<file path="src/rtl/pipe_hazard_ctrl.sv">
// Stall/flush controller for the RV32I 5-stage pipeline: load-use, redirect, fetch and data-memory hazards.
// Optional performance counters are built when PIPE_CTRL_PERF_EN is defined; otherwise they read 0.
module pipe_hazard_ctrl #(
    parameter int FLUSH_CYCLES = 1,
    parameter int MEM_TIMEOUT  = 255
) (
    input  logic        clk,
    input  logic        reset,
    input  logic [4:0]  id_rs1,
    input  logic [4:0]  id_rs2,
    input  logic        id_use_rs1,
    input  logic        id_use_rs2,
    input  logic [4:0]  ex_rd,
    input  logic        ex_is_load,
    input  logic        ex_redirect,
    input  logic        imem_ready,
    input  logic        mem_req,
    input  logic        mem_ready,
    output logic        pc_we,
    output logic        if_id_stall,
    output logic        if_id_flush,
    output logic        id_ex_stall,
    output logic        id_ex_flush,
    output logic        ex_mem_stall,
    output logic        mem_wb_flush,
    output logic        mem_timeout,
    output logic [1:0]  state_o,
    output logic [31:0] stall_cycles,
    output logic [31:0] flush_events
);

    typedef enum logic [1:0] {
        RUN      = 2'd0,
        FLUSH    = 2'd1,
        MEM_WAIT = 2'd2
    } state_t;

    localparam logic [2:0]  RELOAD    = 3'(FLUSH_CYCLES - 1);
    localparam logic [15:0] WAIT_LAST = 16'(MEM_TIMEOUT - 1);

    state_t      state, ret_state, eff_state, next_state;
    logic [2:0]  flush_cnt, ret_cnt, eff_cnt, next_cnt;
    logic [15:0] wait_cnt;
    logic        frozen, load_use, stall_raw;

    assign frozen   = mem_req & ~mem_ready;
    assign load_use = ex_is_load & (ex_rd != 5'd0) &
                      ((id_use_rs1 & (id_rs1 == ex_rd)) | (id_use_rs2 & (id_rs2 == ex_rd)));
    assign state_o  = state;

    // MEM_WAIT decodes as whatever state the freeze interrupted
    always_comb begin
        case (state)
            RUN:      begin eff_state = RUN;       eff_cnt = flush_cnt; end
            FLUSH:    begin eff_state = FLUSH;     eff_cnt = flush_cnt; end
            MEM_WAIT: begin eff_state = ret_state; eff_cnt = ret_cnt;   end
            default:  begin eff_state = RUN;       eff_cnt = 3'd0;      end
        endcase
    end

    always_comb begin
        pc_we        = 1'b0;
        stall_raw    = 1'b0;
        if_id_flush  = 1'b0;
        id_ex_stall  = 1'b0;
        id_ex_flush  = 1'b0;
        ex_mem_stall = 1'b0;
        mem_wb_flush = 1'b0;
        next_state   = eff_state;
        next_cnt     = eff_cnt;
        if (!reset) begin
            if_id_flush = 1'b1;
            id_ex_flush = 1'b1;
        end else if (frozen) begin
            stall_raw    = 1'b1;
            id_ex_stall  = 1'b1;
            ex_mem_stall = 1'b1;
            mem_wb_flush = 1'b1;
            next_state   = MEM_WAIT;
        end else if (ex_redirect) begin
            pc_we       = 1'b1;
            if_id_flush = 1'b1;
            id_ex_flush = 1'b1;
            if (FLUSH_CYCLES > 1) begin
                next_state = FLUSH;
                next_cnt   = RELOAD;
            end else begin
                next_state = RUN;
                next_cnt   = 3'd0;
            end
        end else if (eff_state == FLUSH) begin
            pc_we       = imem_ready;
            if_id_flush = 1'b1;
            if (eff_cnt <= 3'd1) begin
                next_state = RUN;
                next_cnt   = 3'd0;
            end else begin
                next_cnt   = eff_cnt - 3'd1;
            end
        end else if (load_use) begin
            stall_raw   = 1'b1;
            id_ex_flush = 1'b1;
        end else if (!imem_ready) begin
            if_id_flush = 1'b1;
        end else begin
            pc_we = 1'b1;
        end
    end

    assign if_id_stall = stall_raw & ~if_id_flush;

    always_ff @(posedge clk or negedge reset) begin
        if (!reset) begin
            state       <= RUN;
            flush_cnt   <= 3'd0;
            ret_state   <= RUN;
            ret_cnt     <= 3'd0;
            wait_cnt    <= 16'd0;
            mem_timeout <= 1'b0;
        end else begin
            state     <= next_state;
            flush_cnt <= next_cnt;
            if (frozen) begin
                if (state != MEM_WAIT) begin
                    ret_state <= eff_state;
                    ret_cnt   <= eff_cnt;
                end
                // timeout only flags the stall; the freeze continues until mem_ready
                if (wait_cnt == WAIT_LAST) begin
                    wait_cnt    <= 16'd0;
                    mem_timeout <= 1'b1;
                end else begin
                    wait_cnt <= wait_cnt + 16'd1;
                end
            end else begin
                wait_cnt <= 16'd0;
            end
        end
    end

`ifdef PIPE_CTRL_PERF_EN
    logic redirect_taken;
    assign redirect_taken = ex_redirect & ~frozen;

    always_ff @(posedge clk or negedge reset) begin
        if (!reset) begin
            stall_cycles <= 32'd0;
            flush_events <= 32'd0;
        end else begin
            if (!pc_we)         stall_cycles <= stall_cycles + 32'd1;
            if (redirect_taken) flush_events <= flush_events + 32'd1;
        end
    end
`else
    assign stall_cycles = 32'h0;
    assign flush_events = 32'h0;
`endif

endmodule
</file>
<file path="config.mk">
export PLATFORM = sky130hd
export DESIGN_NAME = pipe_hazard_ctrl
export DESIGN_NICKNAME = d
export VERILOG_FILES = /design/src/rtl/pipe_hazard_ctrl.sv
export SDC_FILE = /design/constraint.sdc
export NUM_CORES = 1
export LEC_CHECK = 0
export BUFFER_PORTS_ARGS = -buffer_cell sky130_fd_sc_hd__buf_2
export CELL_PAD_IN_SITES_DETAIL_PLACEMENT = 0
export CELL_PAD_IN_SITES_GLOBAL_PLACEMENT = 2
export CORE_UTILIZATION = 24
export DETAILED_ROUTE_END_ITERATION = 16
export PLACE_DENSITY = 0.87
export SYNTH_ARGS = -nofsm -noshare
export SYNTH_HDL_FRONTEND = slang
export SYNTH_SLANG_ARGS = --single-unit
</file>
<file path="constraint.sdc">
create_clock -name clk -period 1.98 [get_ports clk]
set_clock_uncertainty 0.15 [all_clocks]
set_input_delay 0.297 -clock clk [delete_from_list [all_inputs] [get_ports clk]]
set_output_delay 0.297 -clock clk [all_outputs]
set_load 0.03 [all_outputs]
</file>
=== Word level (Yosys, flattened, before mapping) ===
Cells that the tools add are included.

* Register bits: 27
* Latch bits: 0
* Memory bits (writable): 0
* ROM bits: 0
* Input port bits: 24
* Output and inout port bits: 74
* Logic and storage cells: 66
* Memories: 0

* Add/sub/neg operators: 2
* Multiply operators: 0
* Div/mod/pow operators: 0
* Magnitude comparators: 1
* Eq/ne operators: 7
* Shift operators: 0
* Multiplexer cells: 36
* Bitwise operators: 9
* Reduce and logical (&&, ||, !) cells: 5

{| class="wikitable"
|+ Operators with widths
! cell !! count
|-
| two-way mux 16 bit || 2
|-
| two-way mux 1 bit || 22
|-
| adder 16 x 1 -> 16 bit, second input constant || 1
|-
| equality test 16 x 8 -> 1 bit, second input constant || 1
|-
| two-way mux 3 bit || 5
|-
| equality test 5 bit || 2
|-
| two-way mux 2 bit || 5
|-
| AND 1 bit || 6
|-
| case mux 3 bit (2 select lines) || 1
|-
| nonzero test 5 bit || 1
|-
| equality test 2 x 1 -> 1 bit, second input constant || 2
|-
| case mux 2 bit (2 select lines) || 1
|-
| AND reduction 2 bit || 2
|-
| <= comparator 3 x 1 -> 1 bit, second input constant || 1
|-
| subtractor 3 x 1 -> 3 bit, second input constant || 1
|-
| equality test 2 bit, second input constant || 1
|-
| logical NOT 2 bit || 1
|-
| inequality test 2 bit, second input constant || 1
|-
| NOT 1 bit || 2
|-
| OR reduction 2 bit || 1
|-
| OR 1 bit || 1
|}

=== Logic depth before layout (Yosys ltp) ===
* Depth in word-level cells: 11
* Depth in mapped cells: 10
* Mapped depth without buffers: 9

=== Worst setup path before layout ===
Ideal clock, no wire load.

* Path kind: reg-to-output
* Start: register state[1] (netlist: state_o[1])
* End: output port if_id_flush
* Data arrival time: 2.141 ns
* Data required time: 1.533 ns
* Slack: -0.608 ns
* Stages on the path, launching flop included: 7
* Path buffers: 0
* Cells stage by stage: dfrtp_1 inv_1 ha_1 a21bo_2 o21a_1 a31o_2 a31oi_1

* Cells in the longest elaborated chain, start to end: 7
* Elaborated cells on any way between the ends: 8
* Classes of those cells: eq/ne (3); mux (5)

{| class="wikitable"
|+ Ends and longest elaborated chain
! element !! RTL line !! RTL
|-
| from (decl) || 41 || <nowiki>state_t state, ret_state, eff_state, next_state;</nowiki>
|-
| from (signal assigned) || 121 || <nowiki>state <= next_state;</nowiki>
|-
| equality test 2 bit or equality test 2 x 1 -> 1 bit (tied branches) || 53 || <nowiki>case (state)</nowiki>
|-
| case mux 2 bit (2 select lines) (*) || 53 ||
|-
| equality test 2 x 1 -> 1 bit (*) || 91 || <nowiki>end else if (eff_state == FLUSH) begin</nowiki>
|-
| two-way mux 1 bit (*) || 91 ||
|-
| two-way mux 1 bit (*) || 80 || <nowiki>end else if (ex_redirect) begin</nowiki>
|-
| two-way mux 1 bit (*) || 74 || <nowiki>end else if (frozen) begin</nowiki>
|-
| two-way mux 1 bit (*) || 71 || <nowiki>if (!reset) begin</nowiki>
|-
| to (decl) || 21 || <nowiki>output logic if_id_flush,</nowiki>
|}

Mark *: on every way between the ends. The rest lies on a longest branch, timed or not.

=== Worst setup path in the final report ===
Same ends and word-level chain as after synthesis.

==> metrics.md <==
| Metric | Value |
|---|---|
| Status | `finished, violations left` |
| Failing checks | `design-rule violations, negative setup slack` |
| Total CTS buffers | `3` |
| Yosys warning count | `0` |
| Max-slew violation count | `0` |
| Setup TNS Final | `-1700 ps` |
| Worst Tran Pin Value | `519 ps` |
| Flop-to-flop setup slack | `-150 ps` |
| CP delay by family, top | `compound AO/OA/AOI/OAI gates` |
| Clock buffer depth | `2` |
| Remaining antenna violation count | `0` |
| I/O pins | `98` |
| Leak pwr | `1.27 nW` |
| Layout Nets | `between 300 and 400` |
| Total wire length | `roughly 4500 um` |
| Sequential share of the synthesized area | `30.6%` |
| EDFF count, synth | `0` |
| Worst skew pair latency | `270 ps` |
| Reg-to-Reg Start | `state_o[1]` |
| Yosys top cell area share | `between 30% and 40%` |
| Core Util, Final | `31.4%` |
| Commonest non-fill, non-tap cells in the layout | `conb_1 (64), buf_4 (34), buf_2 (29)` |
| Root Driver | `clkbuf_8` |
| Max cap viols | `0` |
| Filler cell count | `~910` |
| Total design power | `1.43 mW` |
| Yosys top cell by area | `dfrtp_1` |
| Starting Density | `about 25%` |
| Crit path cell chain | `buf_4, ha_4, a21bo_4, o21a_1, a31o_2, a31oi_4, buf_6` |
| Avg WL per Cell | `10.7 um` |
| Mapped cell area | `0.00221 sq mm` |
| WP buf/inv | `2` |
| Worst path depth | `7` |
| Synth Register Bits | `27` |
| RSZ-0062 raised after global routing | `yes` |
| Worst Setup End Kind | `output port` |
| Hold path endpoint | `state_o[1]` |
| Total die area | `between 0.009 and 0.01 sq mm` |
| Max Fclk | `around 410 MHz` |
| Min cycle time layout | `2420 ps` |
| Worst min path class | `in -> reg` |
| WS Path Type | `reg -> out` |
| Slew headroom | `64.9%` |
| Vias in the first global route | `between 1.5k and 2k` |
| DR iter-0 viols | `125` |
| Die height | `97.9 um` |
| Die width | `a little under 100 um` |
| Final hold violations | `0` |
| CORE AREA | `0.00881 sq mm` |
| Commonest non-fill, non-tap cell in the layout | `conb_1` |
| Startpoint Class | `flip-flop` |
| Worst reg-to-reg path cell count | `9` |
| Cell count of the worst hold path | `3` |
| Hold WS | `between 200 and 250 ps` |
| GRT Util Overall | `9.71%` |
| Initial antenna violation count | `0` |
| CP max stage cell | `dfrtp_2` |
| CTS tree | `done` |
| DRC | `2` |
| Num rows | `34` |
| Synthesized area per cell | `9.01 sq um` |
| Worst slack at placement | `-264 ps` |
| Via density | `3.96` |
| # diodes | `0` |
| Pwr Density | `516 mW/mm^2` |
| H-tree Lvls | `1` |
| Layout area overhead | `25.3%` |
| CTS clk-pin slew, worst paths | `about 90 ps` |
| Netlist cell types | `between 40 and 50` |
| Critical path launch point | `state_o[1]` |
| Initial DRT Pass Iterations | `10` |
| Synth async-reset ratio | `100%` |
| Placer Congestion | `0.745` |
| GRT overflow | `0` |
| Worst vdd ir | `0.172 mV` |
| First-pass GRT wire length | `approximately 7400 um` |
| Mapped Cells | `around 250` |
| Final period utilization | `122%` |
| Ratio of cells with drive above 1 in the final layout | `35.6%` |
| DP HPWL | `3500 um` |
| Worst Path Required | `1530 ps` |
| Synth top area cells | `dfrtp_1 (31%), buf_4 (22%), xnor2_1 (7.5%), ha_1 (4.5%), nor2_1 (3.1%)` |
| Via count | `between 1.5k and 2k` |
| Largest net degree at the start of global routing | `27` |
| Min-delay src | `ex_redirect` |
| Critical path data arrival time | `1970 ps` |
| Clk sinks | `27` |
| Final setup fails | `8` |
| Crit-path max FO | `3` |
| Final setup margin | `-435 ps` |
| Max stage delay on crit path | `420 ps` |
| I/O Buffers | `33` |
| Top_reg_cell synth | `dfrtp_1` |
| Reg2reg end | `flush_cnt[0]` |
-- layer usage --
layer  up-vias  routed length [um]  share of wire, %  track usage (%)
met1       759                1990                44             12.7
li1        835                   -                 -                -
met5         -                   0                 0                0
met2        68                2180                49             16.2
met4         0                  55               1.2             3.85
met3         2                 256               5.7             1.22
-- state kept, by name, indices dropped and copies added (netlist names) --
register / cells
flush_cnt: 3
mem_timeout: 1
ret_cnt: 3
ret_state: 2
state_o: 2
wait_cnt: 16
-- power by group --
group          internal (mW)  leakage, nW  switching, mW
combinational          0.179        0.880          0.333
clock                  0.143       0.0217          0.176
sequential             0.573        0.365         0.0228
total                  0.894         1.27          0.532
-- worst reg2reg max path: cells and delay by family, from the launching register on --
kind	cells	cell delay, ps
flops	1	420
simple gates	2	540
compound gates	2	230
fa+ha+maj	1	150
buf+inv	4	550
-- worst max-delay path by stage --
stage	end	slack [ps]
6_report	if_id_flush	-440
5_1_grt	if_id_flush	-490
4_1_cts	if_id_flush	-430
3_5_place_dp	if_id_stall	-260
3_3_place_gp	if_id_stall	-220
2_1_floorplan	if_id_flush	-210
-- layout make-up --
type	count	area, sq um	share of cell area (%)
clock buffer	3	41.3	1.49
clock inverter	1	7.51	0.271
inverter	9	36.3	1.31
multi-input combinational	203	1400	50.7
sequential	27	678	24.5
tap	108	135	4.88
timing repair buffer	69	467	16.9
-- cells in the mapped netlist (all sizes together) (2+ instances only) --
cell type and instances:
xor2 5, nor2b 2, nor3 8, nor4 4, o21ai 8, a211oi 3
nand2b 4, nor2 20, ha 8, a21oi 5, mux2 3, inv 9
nand3 8, nand4 6, a31o 2, and2 3, dfrtp 27, a21o 3
a31oi 2, o21bai 2, buf 68, xnor2 19, nand2 11
-- timing repair --
item	CTS	global route
gates cloned	0	0
buffers inserted	2	2
hold buffers	1	0
pin swaps	8	5
endpoints found under the setup margin	8	8
hold endpoints to repair	27	0
resized for setup	19	14
-- cells by family (layout without fill, tap and decap cells) --
kind of cell | after synthesis | after routing | synth area share (%)
compound gates | 32 | 32 | 10.6
xor+xnor | 24 | 24 | 9.52
fa+ha+maj | 8 | 8 | 4.54
buf+inv | 78 | 82 | 25.2
flops | 27 | 27 | 30.6
mux | 3 | 3 | 1.53
other cells | 1 | 64 | 0.170
simple gates | 72 | 72 | 17.9
-- stage by stage --
stage	cells	area, sq um
2_1_floorplan	308	2510
3_3_place_gp	412	2530
3_5_place_dp	412	2530
4_1_cts	418	2700
5_1_grt	420	2770
6_report	420	2770
No activity file was read; power rests on OpenSTA's default activity.
